--- config.mk ---
export PLATFORM = sky130hd
export DESIGN_NAME = recon_luma4x4
export DESIGN_NICKNAME = d
export VERILOG_FILES = /design/src/rtl/recon_luma4x4.sv
export SDC_FILE = /design/constraint.sdc
export NUM_CORES = 1
export LEC_CHECK = 0
export CAP_MARGIN = 5
export CORE_UTILIZATION = 60
export CTS_CLUSTER_SIZE = 16
export DETAILED_ROUTE_END_ITERATION = 8
export GPL_TIMING_DRIVEN = 0
export HOLD_SLACK_MARGIN = 0.03
export PLACE_DENSITY = 0.9
export SYNTH_ARGS = -nofsm -noshare
export SYNTH_HDL_FRONTEND = slang
export SYNTH_SLANG_ARGS = --single-unit
--- constraint.sdc ---
create_clock -name clk -period 21.7 [get_ports clk]
set_input_delay 2.17 -clock clk [delete_from_list [all_inputs] [get_ports clk]]
set_output_delay 2.17 -clock clk [all_outputs]
set_load 0.02 [all_outputs]
--- src/rtl/recon_luma4x4.sv ---
// 4x4 luma intra reconstruction: H.264 4x4 prediction from latched neighbours plus a
// streamed residual, clipped to 8 bits and emitted one pixel per accepted residual.
//
// state | meaning
// IDLE  | waiting for start; neighbours and mode latched on start
// RUN   | accepting residuals 0..15, one reconstructed pixel per acceptance
// DRAIN | residual 15 taken; waiting for pixel 15 to be accepted downstream
module recon_luma4x4 (
    input  logic        clk,
    input  logic        reset,
    input  logic        start,
    input  logic [2:0]  mode,
    input  logic [63:0] toppixels,
    input  logic [39:0] leftpixels,
    input  logic        res_valid,
    input  logic [8:0]  res_data,
    output logic        res_ready,
    output logic        out_valid,
    output logic [7:0]  out_data,
    output logic [3:0]  out_idx,
    input  logic        out_ready,
    output logic        busy,
    output logic        done
);

    typedef enum logic [1:0] {S_IDLE, S_RUN, S_DRAIN} state_t;

    localparam logic [2:0] MODE_V   = 3'd0;
    localparam logic [2:0] MODE_H   = 3'd1;
    localparam logic [2:0] MODE_DDL = 3'd2;
    localparam logic [2:0] MODE_DDR = 3'd3;
    localparam logic [2:0] MODE_VR  = 3'd4;
    localparam logic [2:0] MODE_HD  = 3'd5;
    localparam logic [2:0] MODE_VL  = 3'd6;
    localparam logic [2:0] MODE_HU  = 3'd7;

    state_t      r_state;
    state_t      w_state_nxt;
    logic [2:0]  r_mode;
    logic [63:0] r_top;
    logic [39:0] r_left;
    logic [3:0]  r_in_cnt;
    logic [3:0]  r_out_cnt;
    logic        r_out_valid;
    logic [7:0]  r_out_data;
    logic [3:0]  r_out_idx;
    logic        r_done;

    logic        w_res_ready;
    logic        w_acc;
    logic        w_out_hs;
    logic        w_finish;
    logic [7:0]  w_nb [0:15];
    logic [3:0]  w_i0;
    logic [3:0]  w_i1;
    logic [3:0]  w_i2;
    logic        w_two_tap;
    logic [9:0]  w_f2;
    logic [9:0]  w_f3;
    logic [9:0]  w_pred;
    logic [9:0]  w_sum;
    logic [7:0]  w_recon;

    // Unified edge array: 0..2=L (HU extension), 3=K, 4=J, 5=I, 6=M, 7..14=A..H, 15=H.
    // Left row y sits at 5-y and top column x at 7+x, so every mode is a 3-tap window.
    always_comb begin
        w_nb[0] = r_left[39:32];
        w_nb[1] = r_left[39:32];
        w_nb[2] = r_left[39:32];
        w_nb[3] = r_left[31:24];
        w_nb[4] = r_left[23:16];
        w_nb[5] = r_left[15:8];
        w_nb[6] = r_left[7:0];
        for (int k = 0; k < 8; k++) begin
            w_nb[7+k] = r_top[8*k +: 8];
        end
        w_nb[15] = r_top[63:56];
    end

    // Tap selection for the current raster position; single-value modes use a==b==c.
    always_comb begin
        int x, y, s, z, i0, i1, i2;
        x = {30'd0, r_in_cnt[1:0]};
        y = {30'd0, r_in_cnt[3:2]};
        s = 0;
        z = 0;
        i0 = 6;
        i1 = 6;
        i2 = 6;
        w_two_tap = 1'b0;
        case (r_mode)
            MODE_V: begin
                i0 = 7 + x; i1 = i0; i2 = i0;
            end
            MODE_H: begin
                i0 = 5 - y; i1 = i0; i2 = i0;
            end
            MODE_DDL: begin
                s = x + y; i0 = 7 + s; i1 = 8 + s; i2 = 9 + s;
            end
            MODE_DDR: begin
                s = x - y; i0 = 5 + s; i1 = 6 + s; i2 = 7 + s;
            end
            MODE_VR: begin
                s = x - (y >> 1);
                z = 2 * x - y;
                if (z >= 0 && !z[0]) begin
                    w_two_tap = 1'b1; i0 = 6 + s; i1 = 7 + s; i2 = i1;
                end else if (z >= -1) begin
                    i0 = 5 + s; i1 = 6 + s; i2 = 7 + s;
                end else begin
                    i0 = 6 - y; i1 = 7 - y; i2 = 8 - y;
                end
            end
            MODE_HD: begin
                s = y - (x >> 1);
                z = 2 * y - x;
                if (z >= 0 && !z[0]) begin
                    w_two_tap = 1'b1; i0 = 6 - s; i1 = 5 - s; i2 = i1;
                end else if (z >= -1) begin
                    i0 = 7 - s; i1 = 6 - s; i2 = 5 - s;
                end else begin
                    i0 = 6 + x; i1 = 5 + x; i2 = 4 + x;
                end
            end
            MODE_VL: begin
                s = x + (y >> 1);
                w_two_tap = !y[0];
                i0 = 7 + s; i1 = 8 + s; i2 = y[0] ? 9 + s : i1;
            end
            MODE_HU: begin
                s = y + (x >> 1);
                z = x + 2 * y;
                if (z > 5) begin
                    i0 = 2; i1 = 2; i2 = 2;
                end else if (!z[0]) begin
                    w_two_tap = 1'b1; i0 = 5 - s; i1 = 4 - s; i2 = i1;
                end else begin
                    i0 = 5 - s; i1 = 4 - s; i2 = 3 - s;
                end
            end
            default: begin
                i0 = 6; i1 = 6; i2 = 6;
            end
        endcase
        w_i0 = 4'(i0);
        w_i1 = 4'(i1);
        w_i2 = 4'(i2);
    end

    assign w_f2   = {2'b00, w_nb[w_i0]} + {2'b00, w_nb[w_i1]} + 10'd1;
    assign w_f3   = {2'b00, w_nb[w_i0]} + {1'b0, w_nb[w_i1], 1'b0} + {2'b00, w_nb[w_i2]} + 10'd2;
    assign w_pred = w_two_tap ? (w_f2 >> 1) : (w_f3 >> 2);
    // pred is 0..255 and res is -256..255, so the 10-bit signed sum cannot overflow.
    assign w_sum  = w_pred + {res_data[8], res_data};
    assign w_recon = w_sum[9] ? 8'd0 : (w_sum[8] ? 8'd255 : w_sum[7:0]);

    assign w_acc    = res_valid && w_res_ready;
    assign w_out_hs = r_out_valid && out_ready;
    assign w_finish = (r_state == S_DRAIN) && w_out_hs && (r_out_cnt == 4'd15);

    always_comb begin
        w_state_nxt = r_state;
        w_res_ready = 1'b0;
        case (r_state)
            S_IDLE: begin
                if (start) w_state_nxt = S_RUN;
            end
            S_RUN: begin
                w_res_ready = !r_out_valid || out_ready;
                if (res_valid && w_res_ready && r_in_cnt == 4'd15) w_state_nxt = S_DRAIN;
            end
            S_DRAIN: begin
                if (w_finish) w_state_nxt = S_IDLE;
            end
            default: w_state_nxt = S_IDLE;
        endcase
    end

    always_ff @(posedge clk) begin
        if (reset) begin
            r_state     <= S_IDLE;
            r_mode      <= 3'd0;
            r_top       <= 64'd0;
            r_left      <= 40'd0;
            r_in_cnt    <= 4'd0;
            r_out_cnt   <= 4'd0;
            r_out_valid <= 1'b0;
            r_out_data  <= 8'd0;
            r_out_idx   <= 4'd0;
            r_done      <= 1'b0;
        end else begin
            r_state <= w_state_nxt;
            r_done  <= w_finish;
            if (r_state == S_IDLE && start) begin
                r_mode    <= mode;
                r_top     <= toppixels;
                r_left    <= leftpixels;
                r_in_cnt  <= 4'd0;
                r_out_cnt <= 4'd0;
            end else begin
                if (w_acc) r_in_cnt <= r_in_cnt + 4'd1;
                if (w_out_hs) r_out_cnt <= r_out_cnt + 4'd1;
            end
            if (w_acc) begin
                r_out_valid <= 1'b1;
                r_out_data  <= w_recon;
                r_out_idx   <= r_in_cnt;
            end else if (w_out_hs) begin
                r_out_valid <= 1'b0;
            end
        end
    end

    assign res_ready = w_res_ready;
    assign out_valid = r_out_valid;
    assign out_data  = r_out_data;
    assign out_idx   = r_out_idx;
    assign busy      = (r_state != S_IDLE);
    assign done      = r_done;

endmodule

## Word-level counts from Yosys, hierarchy flattened

Index checks and enable logic that the tools add are counted.

- Output and inout port bits: 16
- Input bits: 121
- Bits in registers: 131

- $lt $le $gt $ge: 8
- Muxes and demuxes: 44
- Reductions and logical operators: 20
- Eq/ne operators: 14
- Bitwise logic cells: 3
- $add $sub $neg: 43

Operator list:

| cell | number |
|---|---|
| binary-select mux 8 bit (select 4 bit) | 3 |
| case mux 4 bit (8 select lines) | 3 |
| 2-to-1 mux 4 bit | 17 |
| 2-to-1 mux 8 bit | 8 |
| adder 4 x 3 -> 4 bit, first input constant | 10 |
| adder 3 x 2 -> 4 bit, first input constant | 4 |
| greater-or-equal comparator 4 x 1 -> 1 bit, second input constant | 4 |
| greater-or-equal comparator 5 bit, second input constant | 3 |
| inverter 4 -> 5 bit | 3 |
| equality test 3 bit, second input constant | 4 |
| subtractor 3 x 2 -> 4 bit, first input constant | 3 |
| subtractor 4 x 3 -> 4 bit, first input constant | 3 |
| adder 10 x 2 -> 10 bit, second input constant | 1 |
| adder 10 x 8 -> 10 bit | 1 |
| adder 8 x 9 -> 10 bit | 1 |
| adder 9 x 1 -> 10 bit, second input constant | 1 |
| adder 9 x 10 -> 10 bit | 1 |
| adder 8 x 8 -> 9 bit | 1 |
| logical AND 1 bit | 9 |
| 2-to-1 mux 9 bit | 1 |
| adder 3 x 3 -> 4 bit, first input constant | 2 |
| adder 4 x 1 -> 4 bit, second input constant | 2 |
| equality test 4 bit, second input constant | 2 |
| subtractor 3 x 2 -> 4 bit | 2 |
| other kinds (25) | 43 |

## Longest topological paths before layout

Gate-level depths: netlist (run 1).

- Depth after elaboration: 16
- Depth in mapped cells: 37
- Mapped depth without buffers: 36

## Worst setup path after synthesis (run 1)

Ideal clock, no wire load.

- Kind: register to register
- From: register r_in_cnt[1]
- To: register r_out_data[2] (netlist: out_data[2])
- Data required time: 21.630 ns
- Data arrival time: 7.040 ns
- Period minus slack after synthesis: 7.110 ns
- Cell stages (with the launch flop): 36
- Setup slack: 14.590 ns
- Setup time: 0.070 ns
- Cell sequence: dfxtp_1 -> buf_2 -> inv_1 -> ha_1 -> clkbuf_1 -> nor3_1 -> nor2_1 -> a211o_1 -> a31o_2 -> a31oi_1 -> clkbuf_1 -> clkbuf_1 -> clkbuf_1 -> a21oi_1 -> mux2i_1 -> inv_1 -> ha_1 -> inv_1 -> ha_1 -> o21ai_1 -> o31ai_1 -> a21oi_1 -> xnor2_1 -> a21o_1 -> inv_2 -> fa_1 -> inv_1 -> a21oi_1 -> o21bai_1 -> a21oi_1 -> o21bai_1 -> a21o_1 -> a21oi_1 -> xnor2_1 -> o21ai_0 -> a21oi_1

- Longest elaborated chain between the ends: 16
- Elaborated cells on any way between the ends: 83
- Classes of those cells: add/sub (37); order compare (5); mux (36); bitwise (3); reduce/logical (2)

Ends and longest elaborated chain:

| item | RTL line | text |
|---|---|---|
| start: declaration | 42 | `logic [3:0] r_in_cnt;` |
| start signal: assignment | 202 | `if (w_acc) r_in_cnt <= r_in_cnt + 4'd1;` |
| subtractor 3 x 2 -> 4 bit, or another cell as far along | 117 | `z = 2 * y - x;` |
| greater-or-equal comparator 4 x 1 -> 1 bit, or another cell as far along | 120 | `end else if (z >= -1) begin` |
| 2-to-1 mux 4 bit, or another cell as far along | 120 |  |
| 2-to-1 mux 4 bit (on tied branches) | 118, 107 |  |
| case mux 4 bit (8 select lines) | 91 | `case (r_mode)` |
| inverter 4 -> 5 bit (not written as such) | 151, 152 |  |
| binary-select mux 8 bit (select 4 bit) | 151, 152 |  |
| 2-to-1 mux 8 bit (not written as such) (2 in series) | 151, 152 |  |
| adder 8 x 9 -> 10 bit | 152 | `assign w_f3 = {2'b00, w_nb[w_i0]} + {1'b0, w_nb[w_i1], 1'b0} + {2'b00, w_nb[w_i2]} + 10'd2;` |
| adder 10 x 8 -> 10 bit | 152 |  |
| adder 10 x 2 -> 10 bit | 152 |  |
| 2-to-1 mux 9 bit (*) | 153 | `assign w_pred = w_two_tap ? (w_f2 >> 1) : (w_f3 >> 2);` |
| adder 9 x 10 -> 10 bit (*) | 155 | `assign w_sum = w_pred + {res_data[8], res_data};` |
| 2-to-1 mux 8 bit | 156 | `assign w_recon = w_sum[9] ? 8'd0 : (w_sum[8] ? 8'd255 : w_sum[7:0]);` |
| 2-to-1 mux 8 bit (*) | 156 |  |
| end signal: assignment | 207 | `r_out_data <= w_recon;` |
| end: declaration | 45 | `logic [7:0] r_out_data;` |

Every way passes the cells marked *; elsewhere a longest branch is shown, timed or not. The select of a mux whose other input is x is not followed.
A chain may end at the register's enable or synchronous reset.

## Worst setup path in the final report (run 1)

- From: register r_in_cnt[1]
- To: register r_out_data[7] (netlist: out_data[7])

The elaborated chain is that of the path after synthesis.

==> results by group, run 1 <==
Yosys
  – Proportion of register bits with asynchronous set or reset after synthesis: 0
  – Largest area contributor in the netlist: dfxtp_1
  – Seq cells post-synth: 131
  – Fraction of synthesized cell area in xor and xnor cells: 0.02856
  – Simple-gate share of the synthesized area: 0.2107
  – Distinct cells, synth: between 70 and 80
  – Largest family of logic cells by synthesized area: compound AO/OA/AOI/OAI gates
  – Compound-cell area share of the yosys netlist: 0.2315
  – Post-synthesis net count: approximately 1700
  – Sequential share of the synthesized area: 0.2443
  – Multiplexer fraction of the synthesized cell area: 0.1337
  – Count of flip-flops with a built-in enable after synthesis: 0
  – Gate Count Post-Synth: about 1500
  – Ys Warns: 0
  – Mapped Area: 10730 um^2
  – Synth area leaders: dfxtp_1, nand2_1, mux2i_1, a21oi_1, ha_1
  – Area share of the largest cell type after synthesis: 0.2443
  – Post-Syn Area per Cell: between 7 and 8 um^2
  – Synth Area in Adders: 0.09536
  – Most used flip-flop cell after synthesis: dfxtp_1

Global routing
  – Global-route wire length before repair: 61840 um
  – Total gr overflow: 0
  – Gr usage total: 0.4451
  – Via count of the first global-routing pass: 11360
  – Antenna violations before repair: 0
  – Maximum number of pins on one net before global-route repair: 17

Finish
  – Utilization after layout: 0.7471
  – Antenna fix cells: 0
  – Most common library cell in the layout ignoring fill and taps: nand2_1
  – Post-route standard cell area excluding fillers: 12970 um^2
  – Fraction of layout cells with a size suffix above 1: 0.05825
  – Final net count: between 1500 and 2000
  – Most used cells in the layout excluding fill and tap cells: nand2_1, a21oi_1, clkdlybuf4s50_1
  – Area growth from synthesis to final layout: 20.82%

Timing
  – Final slew viol count: 0
  – Sum of negative setup slack: 0 ps
  – Maximum achievable frequency: ~100 MHz
  – Transition at the pin with the smallest max-transition slack: 1121 ps
  – # setup viols final: 0
  – Period Utilization, post-route: 0.4404
  – Slew headroom: 0.2480
  – Setup repair after global routing missed its margin: false
  – Setup skew after layout: 19.09 ps
  – Final Hold Violating Endpoints: 0
  – Minimum clock period: roughly 9600 ps
  – Final Hold Slack: between 400 and 500 ps

Worst setup path
  – Required arrival time at the worst endpoint: 22040 ps
  – Worst reg2reg path endpoint: out_data[7]
  – Slowest stage cell, crit path: dfxtp_1
  – Delay of the slowest critical-path stage: about 650 ps
  – Destination of the critical timing path: out_data[7]
  – Category of the worst setup path capture point: flop
  – Minimum setup slack among reg-to-reg paths: ~12000 ps
  – Kind of start point of the critical path: flop
  – Largest fanout on the critical path: 10
  – Cell count of the worst reg-to-reg path: 35
  – Signal arrival time at the worst endpoint: between 9000 and 10000 ps
  – Type of the setup path with the least slack: flop to flop
  – Startpoint of the most critical register-to-register path: r_in_cnt[1]
  – Startpoint of the worst setup timing path: r_in_cnt[1]

Pwr
  – Total power of the final layout: 0.001083 W
  – Power density normalized to cell area: 83.55 nW/um^2
  – VDD IR-drop max: 0.00009249 V
  – Leakage: 5.303 nW

Route
  – Average vias per placed instance: 6.412
  – Wire per inst: approximately 22 um
  – Post-detailed-route DRC marker count: 0
  – Detailed router's first-iteration violation count: 1441
  – Number of search-and-repair iterations in the first detailed-routing pass: 8
  – Final ANT Viol Nets: 0
  – DR vias: 11900
  – Total Routed Length: 40310 um

Die
  – Num rows: 48
  – Initial core utilization: 0.6184
  – Number of ports placed on the die boundary: 137
  – Area of the core: 17360 um^2
  – Horizontal extent of the die: 135.7 um
  – Height of the die: 135.7 um
  – Full die area: 18430 um^2

Clock network
  – Worst-case clock buffer depth: 2
  – CTS tree: built
  – CTS clock-pin slew for the worst setup and hold paths: about 60 ps
  – Number of gates resized after cts: 0
  – CTS buffer count: 17
  – Clk root buf: clkbuf_16
  – Hold bufs inserted after CTS: 0
  – # H-tree levels: 4
  – Clk_lat worst skew: approximately 440 ps
  – Sink Count: 131
  – Post CTS Setup Buffer Count: 0

Placement
  – Cell area reported after detailed placement: 12370 um^2
  – Weighted congestion reported at the end of routability-driven placement: between 1 and 1.5
  – PortBufs: 135
  – Half-perimeter wire length after detailed placement: 30580 um

Status
  – Run status: finished, final reports clean

Flow run
  – Max-cap check violation count: 0

Worst hold path
  – HP Start: out_data[3]
  – Classification of the worst-slack hold path: flop to flop
sequential cells by signal, indices dropped and copies added, names as in the netlist:
name       count
r_out_cnt      4
r_top         64
r_in_cnt       4
out_data       8
out_idx        4
r_state        2
out_valid      1
r_left        40
r_mode         3
done           1
synthesized netlist by cell type (all sizes together) (28+ instances only):
master,n
nand2,335
a21oi,209
dfxtp,131
mux2i,122
nor2,98
clkbuf,73
ha,61
o21ai,55
inv,47
a211oi,31
buf,28
xnor2,28
how the worst min path moves through the flow:
| stage | slack (ps) | cells past startpoint | end |
|---|---|---|---|
| finish | 450 | 2 | out_data[3] |
| CTS | 450 | 2 | out_data[3] |
| detailed placement | 450 | 2 | out_data[3] |
| global placement | 440 | 2 | out_data[4] |
| floorplan | 450 | 2 | r_top[2] |
| global route | 460 | 2 | out_data[5] |
critical path, delay by kind of cell, from the launching register on:
| kind | cells | cell delay [ps] |
|---|---|---|
| DFF | 1 | 650 |
| xor gates and xnor gates | 2 | 540 |
| muxes | 1 | 430 |
| buffers and inverters | 11 | 3050 |
| AOI/OAI and AO/OA | 15 | 2830 |
| adders and majority gates | 6 | 1940 |
per-layer routing:
| layer | part of all wire | track usage | vias to the layer above | wire, um |
|---|---|---|---|---|
| met5 | 0 | 0 | - | 0 |
| met1 | 0.38 | 0.5411 | 5497 | 15430 |
| met4 | 0.065 | 0.2828 | 0 | 2619 |
| met2 | 0.45 | 0.7200 | 809 | 18320 |
| met3 | 0.098 | 0.08418 | 180 | 3940 |
| li1 | - | - | 5415 | - |
final cells by class:
class	instances	area (um^2)
Buffer	101	422.9
Inverter	47	176.4
Tap cell	225	281.5
Timing Repair Buffer	135	1351
Fill cell	1312	4389
Clock inverter	13	172.7
Multi-Input combinational cell	1186	7511
Sequential cell	131	2623
Clock buffer	18	429.2
logic make-up after synthesis:
group	after synthesis
AOI/OAI and AO/OA	403
xor gates and xnor gates	35
adders and majority gates	74
buffers and inverters	148
DFF	131
muxes	141
and+or+nand+nor	533
stage by stage:
stage	setup WS (ps)	cells
after floorplan	14590	1465
after global placement	12770	1825
after detailed placement	12480	1825
after CTS	12420	1856
after global routing	11770	1856
final	12140	1856
report_power, final:
group / internal (W) / switching, W / leakage, nW
registers: 0.000256 / 0.0000184 / 1.07
clock network: 0.000182 / 0.000126 / 0.292
logic: 0.000213 / 0.000287 / 3.94
Power figures use the tool's default switching activity.
==> inputs of run 2 (changes only) <==
--- a/config.mk
+++ b/config.mk
@@ -6,12 +6,12 @@
 export NUM_CORES = 1
 export LEC_CHECK = 0
 export CAP_MARGIN = 5
-export CORE_UTILIZATION = 60
+export CORE_UTILIZATION = 57
 export CTS_CLUSTER_SIZE = 16
 export DETAILED_ROUTE_END_ITERATION = 8
 export GPL_TIMING_DRIVEN = 0
 export HOLD_SLACK_MARGIN = 0.03
-export PLACE_DENSITY = 0.9
+export PLACE_DENSITY = 0.86
 export SYNTH_ARGS = -nofsm -noshare
 export SYNTH_HDL_FRONTEND = slang
 export SYNTH_SLANG_ARGS = --single-unit
==> constraint.sdc (replaced) <==
create_clock -name clk -period 9.8 [get_ports clk]
set_input_delay 0.98 -clock clk [delete_from_list [all_inputs] [get_ports clk]]
set_output_delay 0.98 -clock clk [all_outputs]
set_load 0.02 [all_outputs]
==> results by group, run 2 (synthesized netlist as in run 1, its figures left out) <==
Pwr
  – Internal power component: between 0.001 and 0.0015 W
  – Part of the total power dissipated in the clock network: 0.274
  – Sw frac: 0.3998
  – Power spent charging and discharging nets: ~0.00093 W
  – Sequential share of power: 0.261
  – VDD IR-drop max: around 0.00013 V
  – Combinational power share: 0.465
  – Leakage: 5.289 nW
  – Power density normalized to cell area: 179.2 nW/um^2

Placement
  – PortBufs: roughly 140
  – Half-perimeter wire length after detailed placement: approximately 30000 um
  – Weighted congestion reported at the end of routability-driven placement: 1.070
  – Pre-CTS setup slack: 812.2 ps
  – Cell area reported after detailed placement: 12370 um^2

Status
  – Run status: finished, violations left
  – Violated checks: design-rule violations

Die
  – Area of the core: 18210 um^2
  – Num rows: 49
  – Initial core utilization: 0.5894
  – Full die area: 19380 um^2
  – Number of ports placed on the die boundary: around 140
  – Horizontal extent of the die: 139.2 um
  – Height of the die: between 100 and 150 um

Worst hold path
  – HP Start: out_data[3]
  – Classification of the worst-slack hold path: flop to flop
  – Hold path depth: 2
  – Hold worst-path end: out_data[3]

Finish
  – Sequential Area: between 2000 and 3000 um^2
  – Area growth from synthesis to final layout: 20.63%
  – Max reg flops: 64
  – Most used cells in the layout excluding fill and tap cells: nand2_1, a21oi_1, clkdlybuf4s50_1
  – Count of fill cells added during filler insertion: roughly 1600
  – Post-route standard cell area excluding fillers: approximately 13000 um^2
  – Final net count: 1814
  – Antenna fix cells: 0
  – Register name with the most flops: r_top
  – Area of the multi-input gates: 7511 um^2
  – Fraction of layout cells with a size suffix above 1: 0.05944
  – Most common library cell in the layout ignoring fill and taps: nand2_1

Timing
  – Setup skew after layout: 9.344 ps
  – # setup viols final: 0
  – Final slew viol count: 0
  – Final Hold Violating Endpoints: 0
  – Worst setup margin: 708.8 ps
  – Period Utilization, post-route: 0.9277
  – Transition at the pin with the smallest max-transition slack: ~1200 ps
  – Maximum achievable frequency: 110.0 MHz
  – Sum of negative setup slack: 0 ps
  – Slew headroom: 0.1788
  – Setup repair after global routing missed its margin: false
  – Minimum clock period: around 9000 ps

Worst setup path
  – Startpoint of the most critical register-to-register path: r_in_cnt[1]
  – Type of the setup path with the least slack: flop to flop
  – Number of buffers and inverters on the critical path: 10
  – Required arrival time at the worst endpoint: roughly 10000 ps
  – Minimum setup slack among reg-to-reg paths: 710 ps
  – Slowest stage cell, crit path: dfxtp_1
  – Delay of the slowest critical-path stage: 650 ps
  – Signal arrival time at the worst endpoint: 9450 ps
  – Largest fanout on the critical path: 10
  – Cell count of the worst reg-to-reg path: 35
  – Category of the worst setup path capture point: flop
  – Kind of start point of the critical path: flop
  – Worst reg2reg path endpoint: out_data[6]
  – Crit path max-delay family: compound AO/OA/AOI/OAI gates
  – CP most frequent cell: a21oi_1

Global routing
  – Via count of the first global-routing pass: 10990
  – Global-route wire length before repair: 59420 um
  – Antenna violations before repair: 0
  – Gr usage total: 0.3949
  – Maximum number of pins on one net before global-route repair: 17
  – Total gr overflow: 0

Clock network
  – # H-tree levels: 4
  – CTS clock-pin slew for the worst setup and hold paths: 70 ps
  – CTS buffer count: 17
  – Post CTS Setup Buffer Count: 0
  – Clk root buf: clkbuf_16
  – Number of gates resized after cts: 0
  – Clk_lat worst skew: 430 ps
  – Hold bufs inserted after CTS: 0
  – CTS tree: built
  – Worst-case clock buffer depth: 2
  – Sink Count: 131

Route
  – Detailed router's first-iteration violation count: ~1300
  – Average vias per placed instance: 6.276
  – WL met2: 17140 um
  – Final ANT Viol Nets: 0
  – Max Used Layer: met4
  – Routed length on met1: 15340 um
  – Number of search-and-repair iterations in the first detailed-routing pass: 9
  – Post-detailed-route DRC marker count: 4
  – Total Routed Length: around 38000 um
  – DR vias: 11680
  – Met3 Routed Length: 3657 um
  – Wire per inst: 20.60 um

Flow run
  – Max-cap check violation count: 0
[run 2: cell types whose count changed in the layout (fill, tap and decap cells not counted), sizes merged]
cell      before  now
bufinv         3    1
clkinvlp       1    2
clkinv         4    5
inv           52   53
[run 2: tightest hold or removal path, cell delays in order, from the launching register on]
cell,delay (ps)
dfxtp_1,310
nand2_1,50
a21oi_1,50
[run 2: area by class of cell]
class / instances / area share
timing repair buffer: 135 / 0.1044
sequential: 131 / 0.2026
clock inverter: 14 / 0.01131
clock buffer: 18 / 0.03315
multi-input combinational: 1186 / 0.5801
buffer: 101 / 0.03276
tap: 229 / 0.02213
inverter: 47 / 0.01363
[run 2: worst max-delay path by stage]
stage,start,cells past startpoint,slack [ps],to
after floorplan,r_in_cnt[1],35,2690,out_data[2]
after global placement,r_in_cnt[1],35,890,out_data[6]
after detailed placement,r_in_cnt[1],35,810,out_data[6]
after CTS,r_in_cnt[1],35,800,out_data[6]
after global routing,r_in_cnt[1],35,70,out_data[0]
final,r_in_cnt[1],35,710,out_data[6]
[run 2: routing by layer]
layer	vias up	track usage
met1	5407	0.4946
met5	-	0
met2	699	0.6345
met3	145	0.07743
met4	0	0.2251
li1	5429	-
[run 2: metrics by stage]
step / power (W) / std cells / hold WS [ps] / util
5_1_grt: 0.002454 / 1861 / 471.0 / 0.7111
2_1_floorplan: 0.001390 / 1465 / 454.9 / -
6_report: 0.002320 / 1861 / 452.6 / 0.7111
4_1_cts: 0.002299 / 1861 / 452.8 / 0.7110
3_5_place_dp: 0.001666 / 1829 / 444.5 / 0.6794
3_3_place_gp: 0.001641 / 1829 / 439.6 / 0.6794
[run 2: power by group through the flow]
stage	Clock, W	Combinational (W)	Sequential [W]
2_1_floorplan	0	0.000779	0.000611
3_3_place_gp	0	0.00103	0.000614
3_5_place_dp	0	0.00105	0.000615
4_1_cts	0.000635	0.00106	0.000604
5_1_grt	0.000658	0.00119	0.000609
6_report	0.000636	0.00108	0.000606
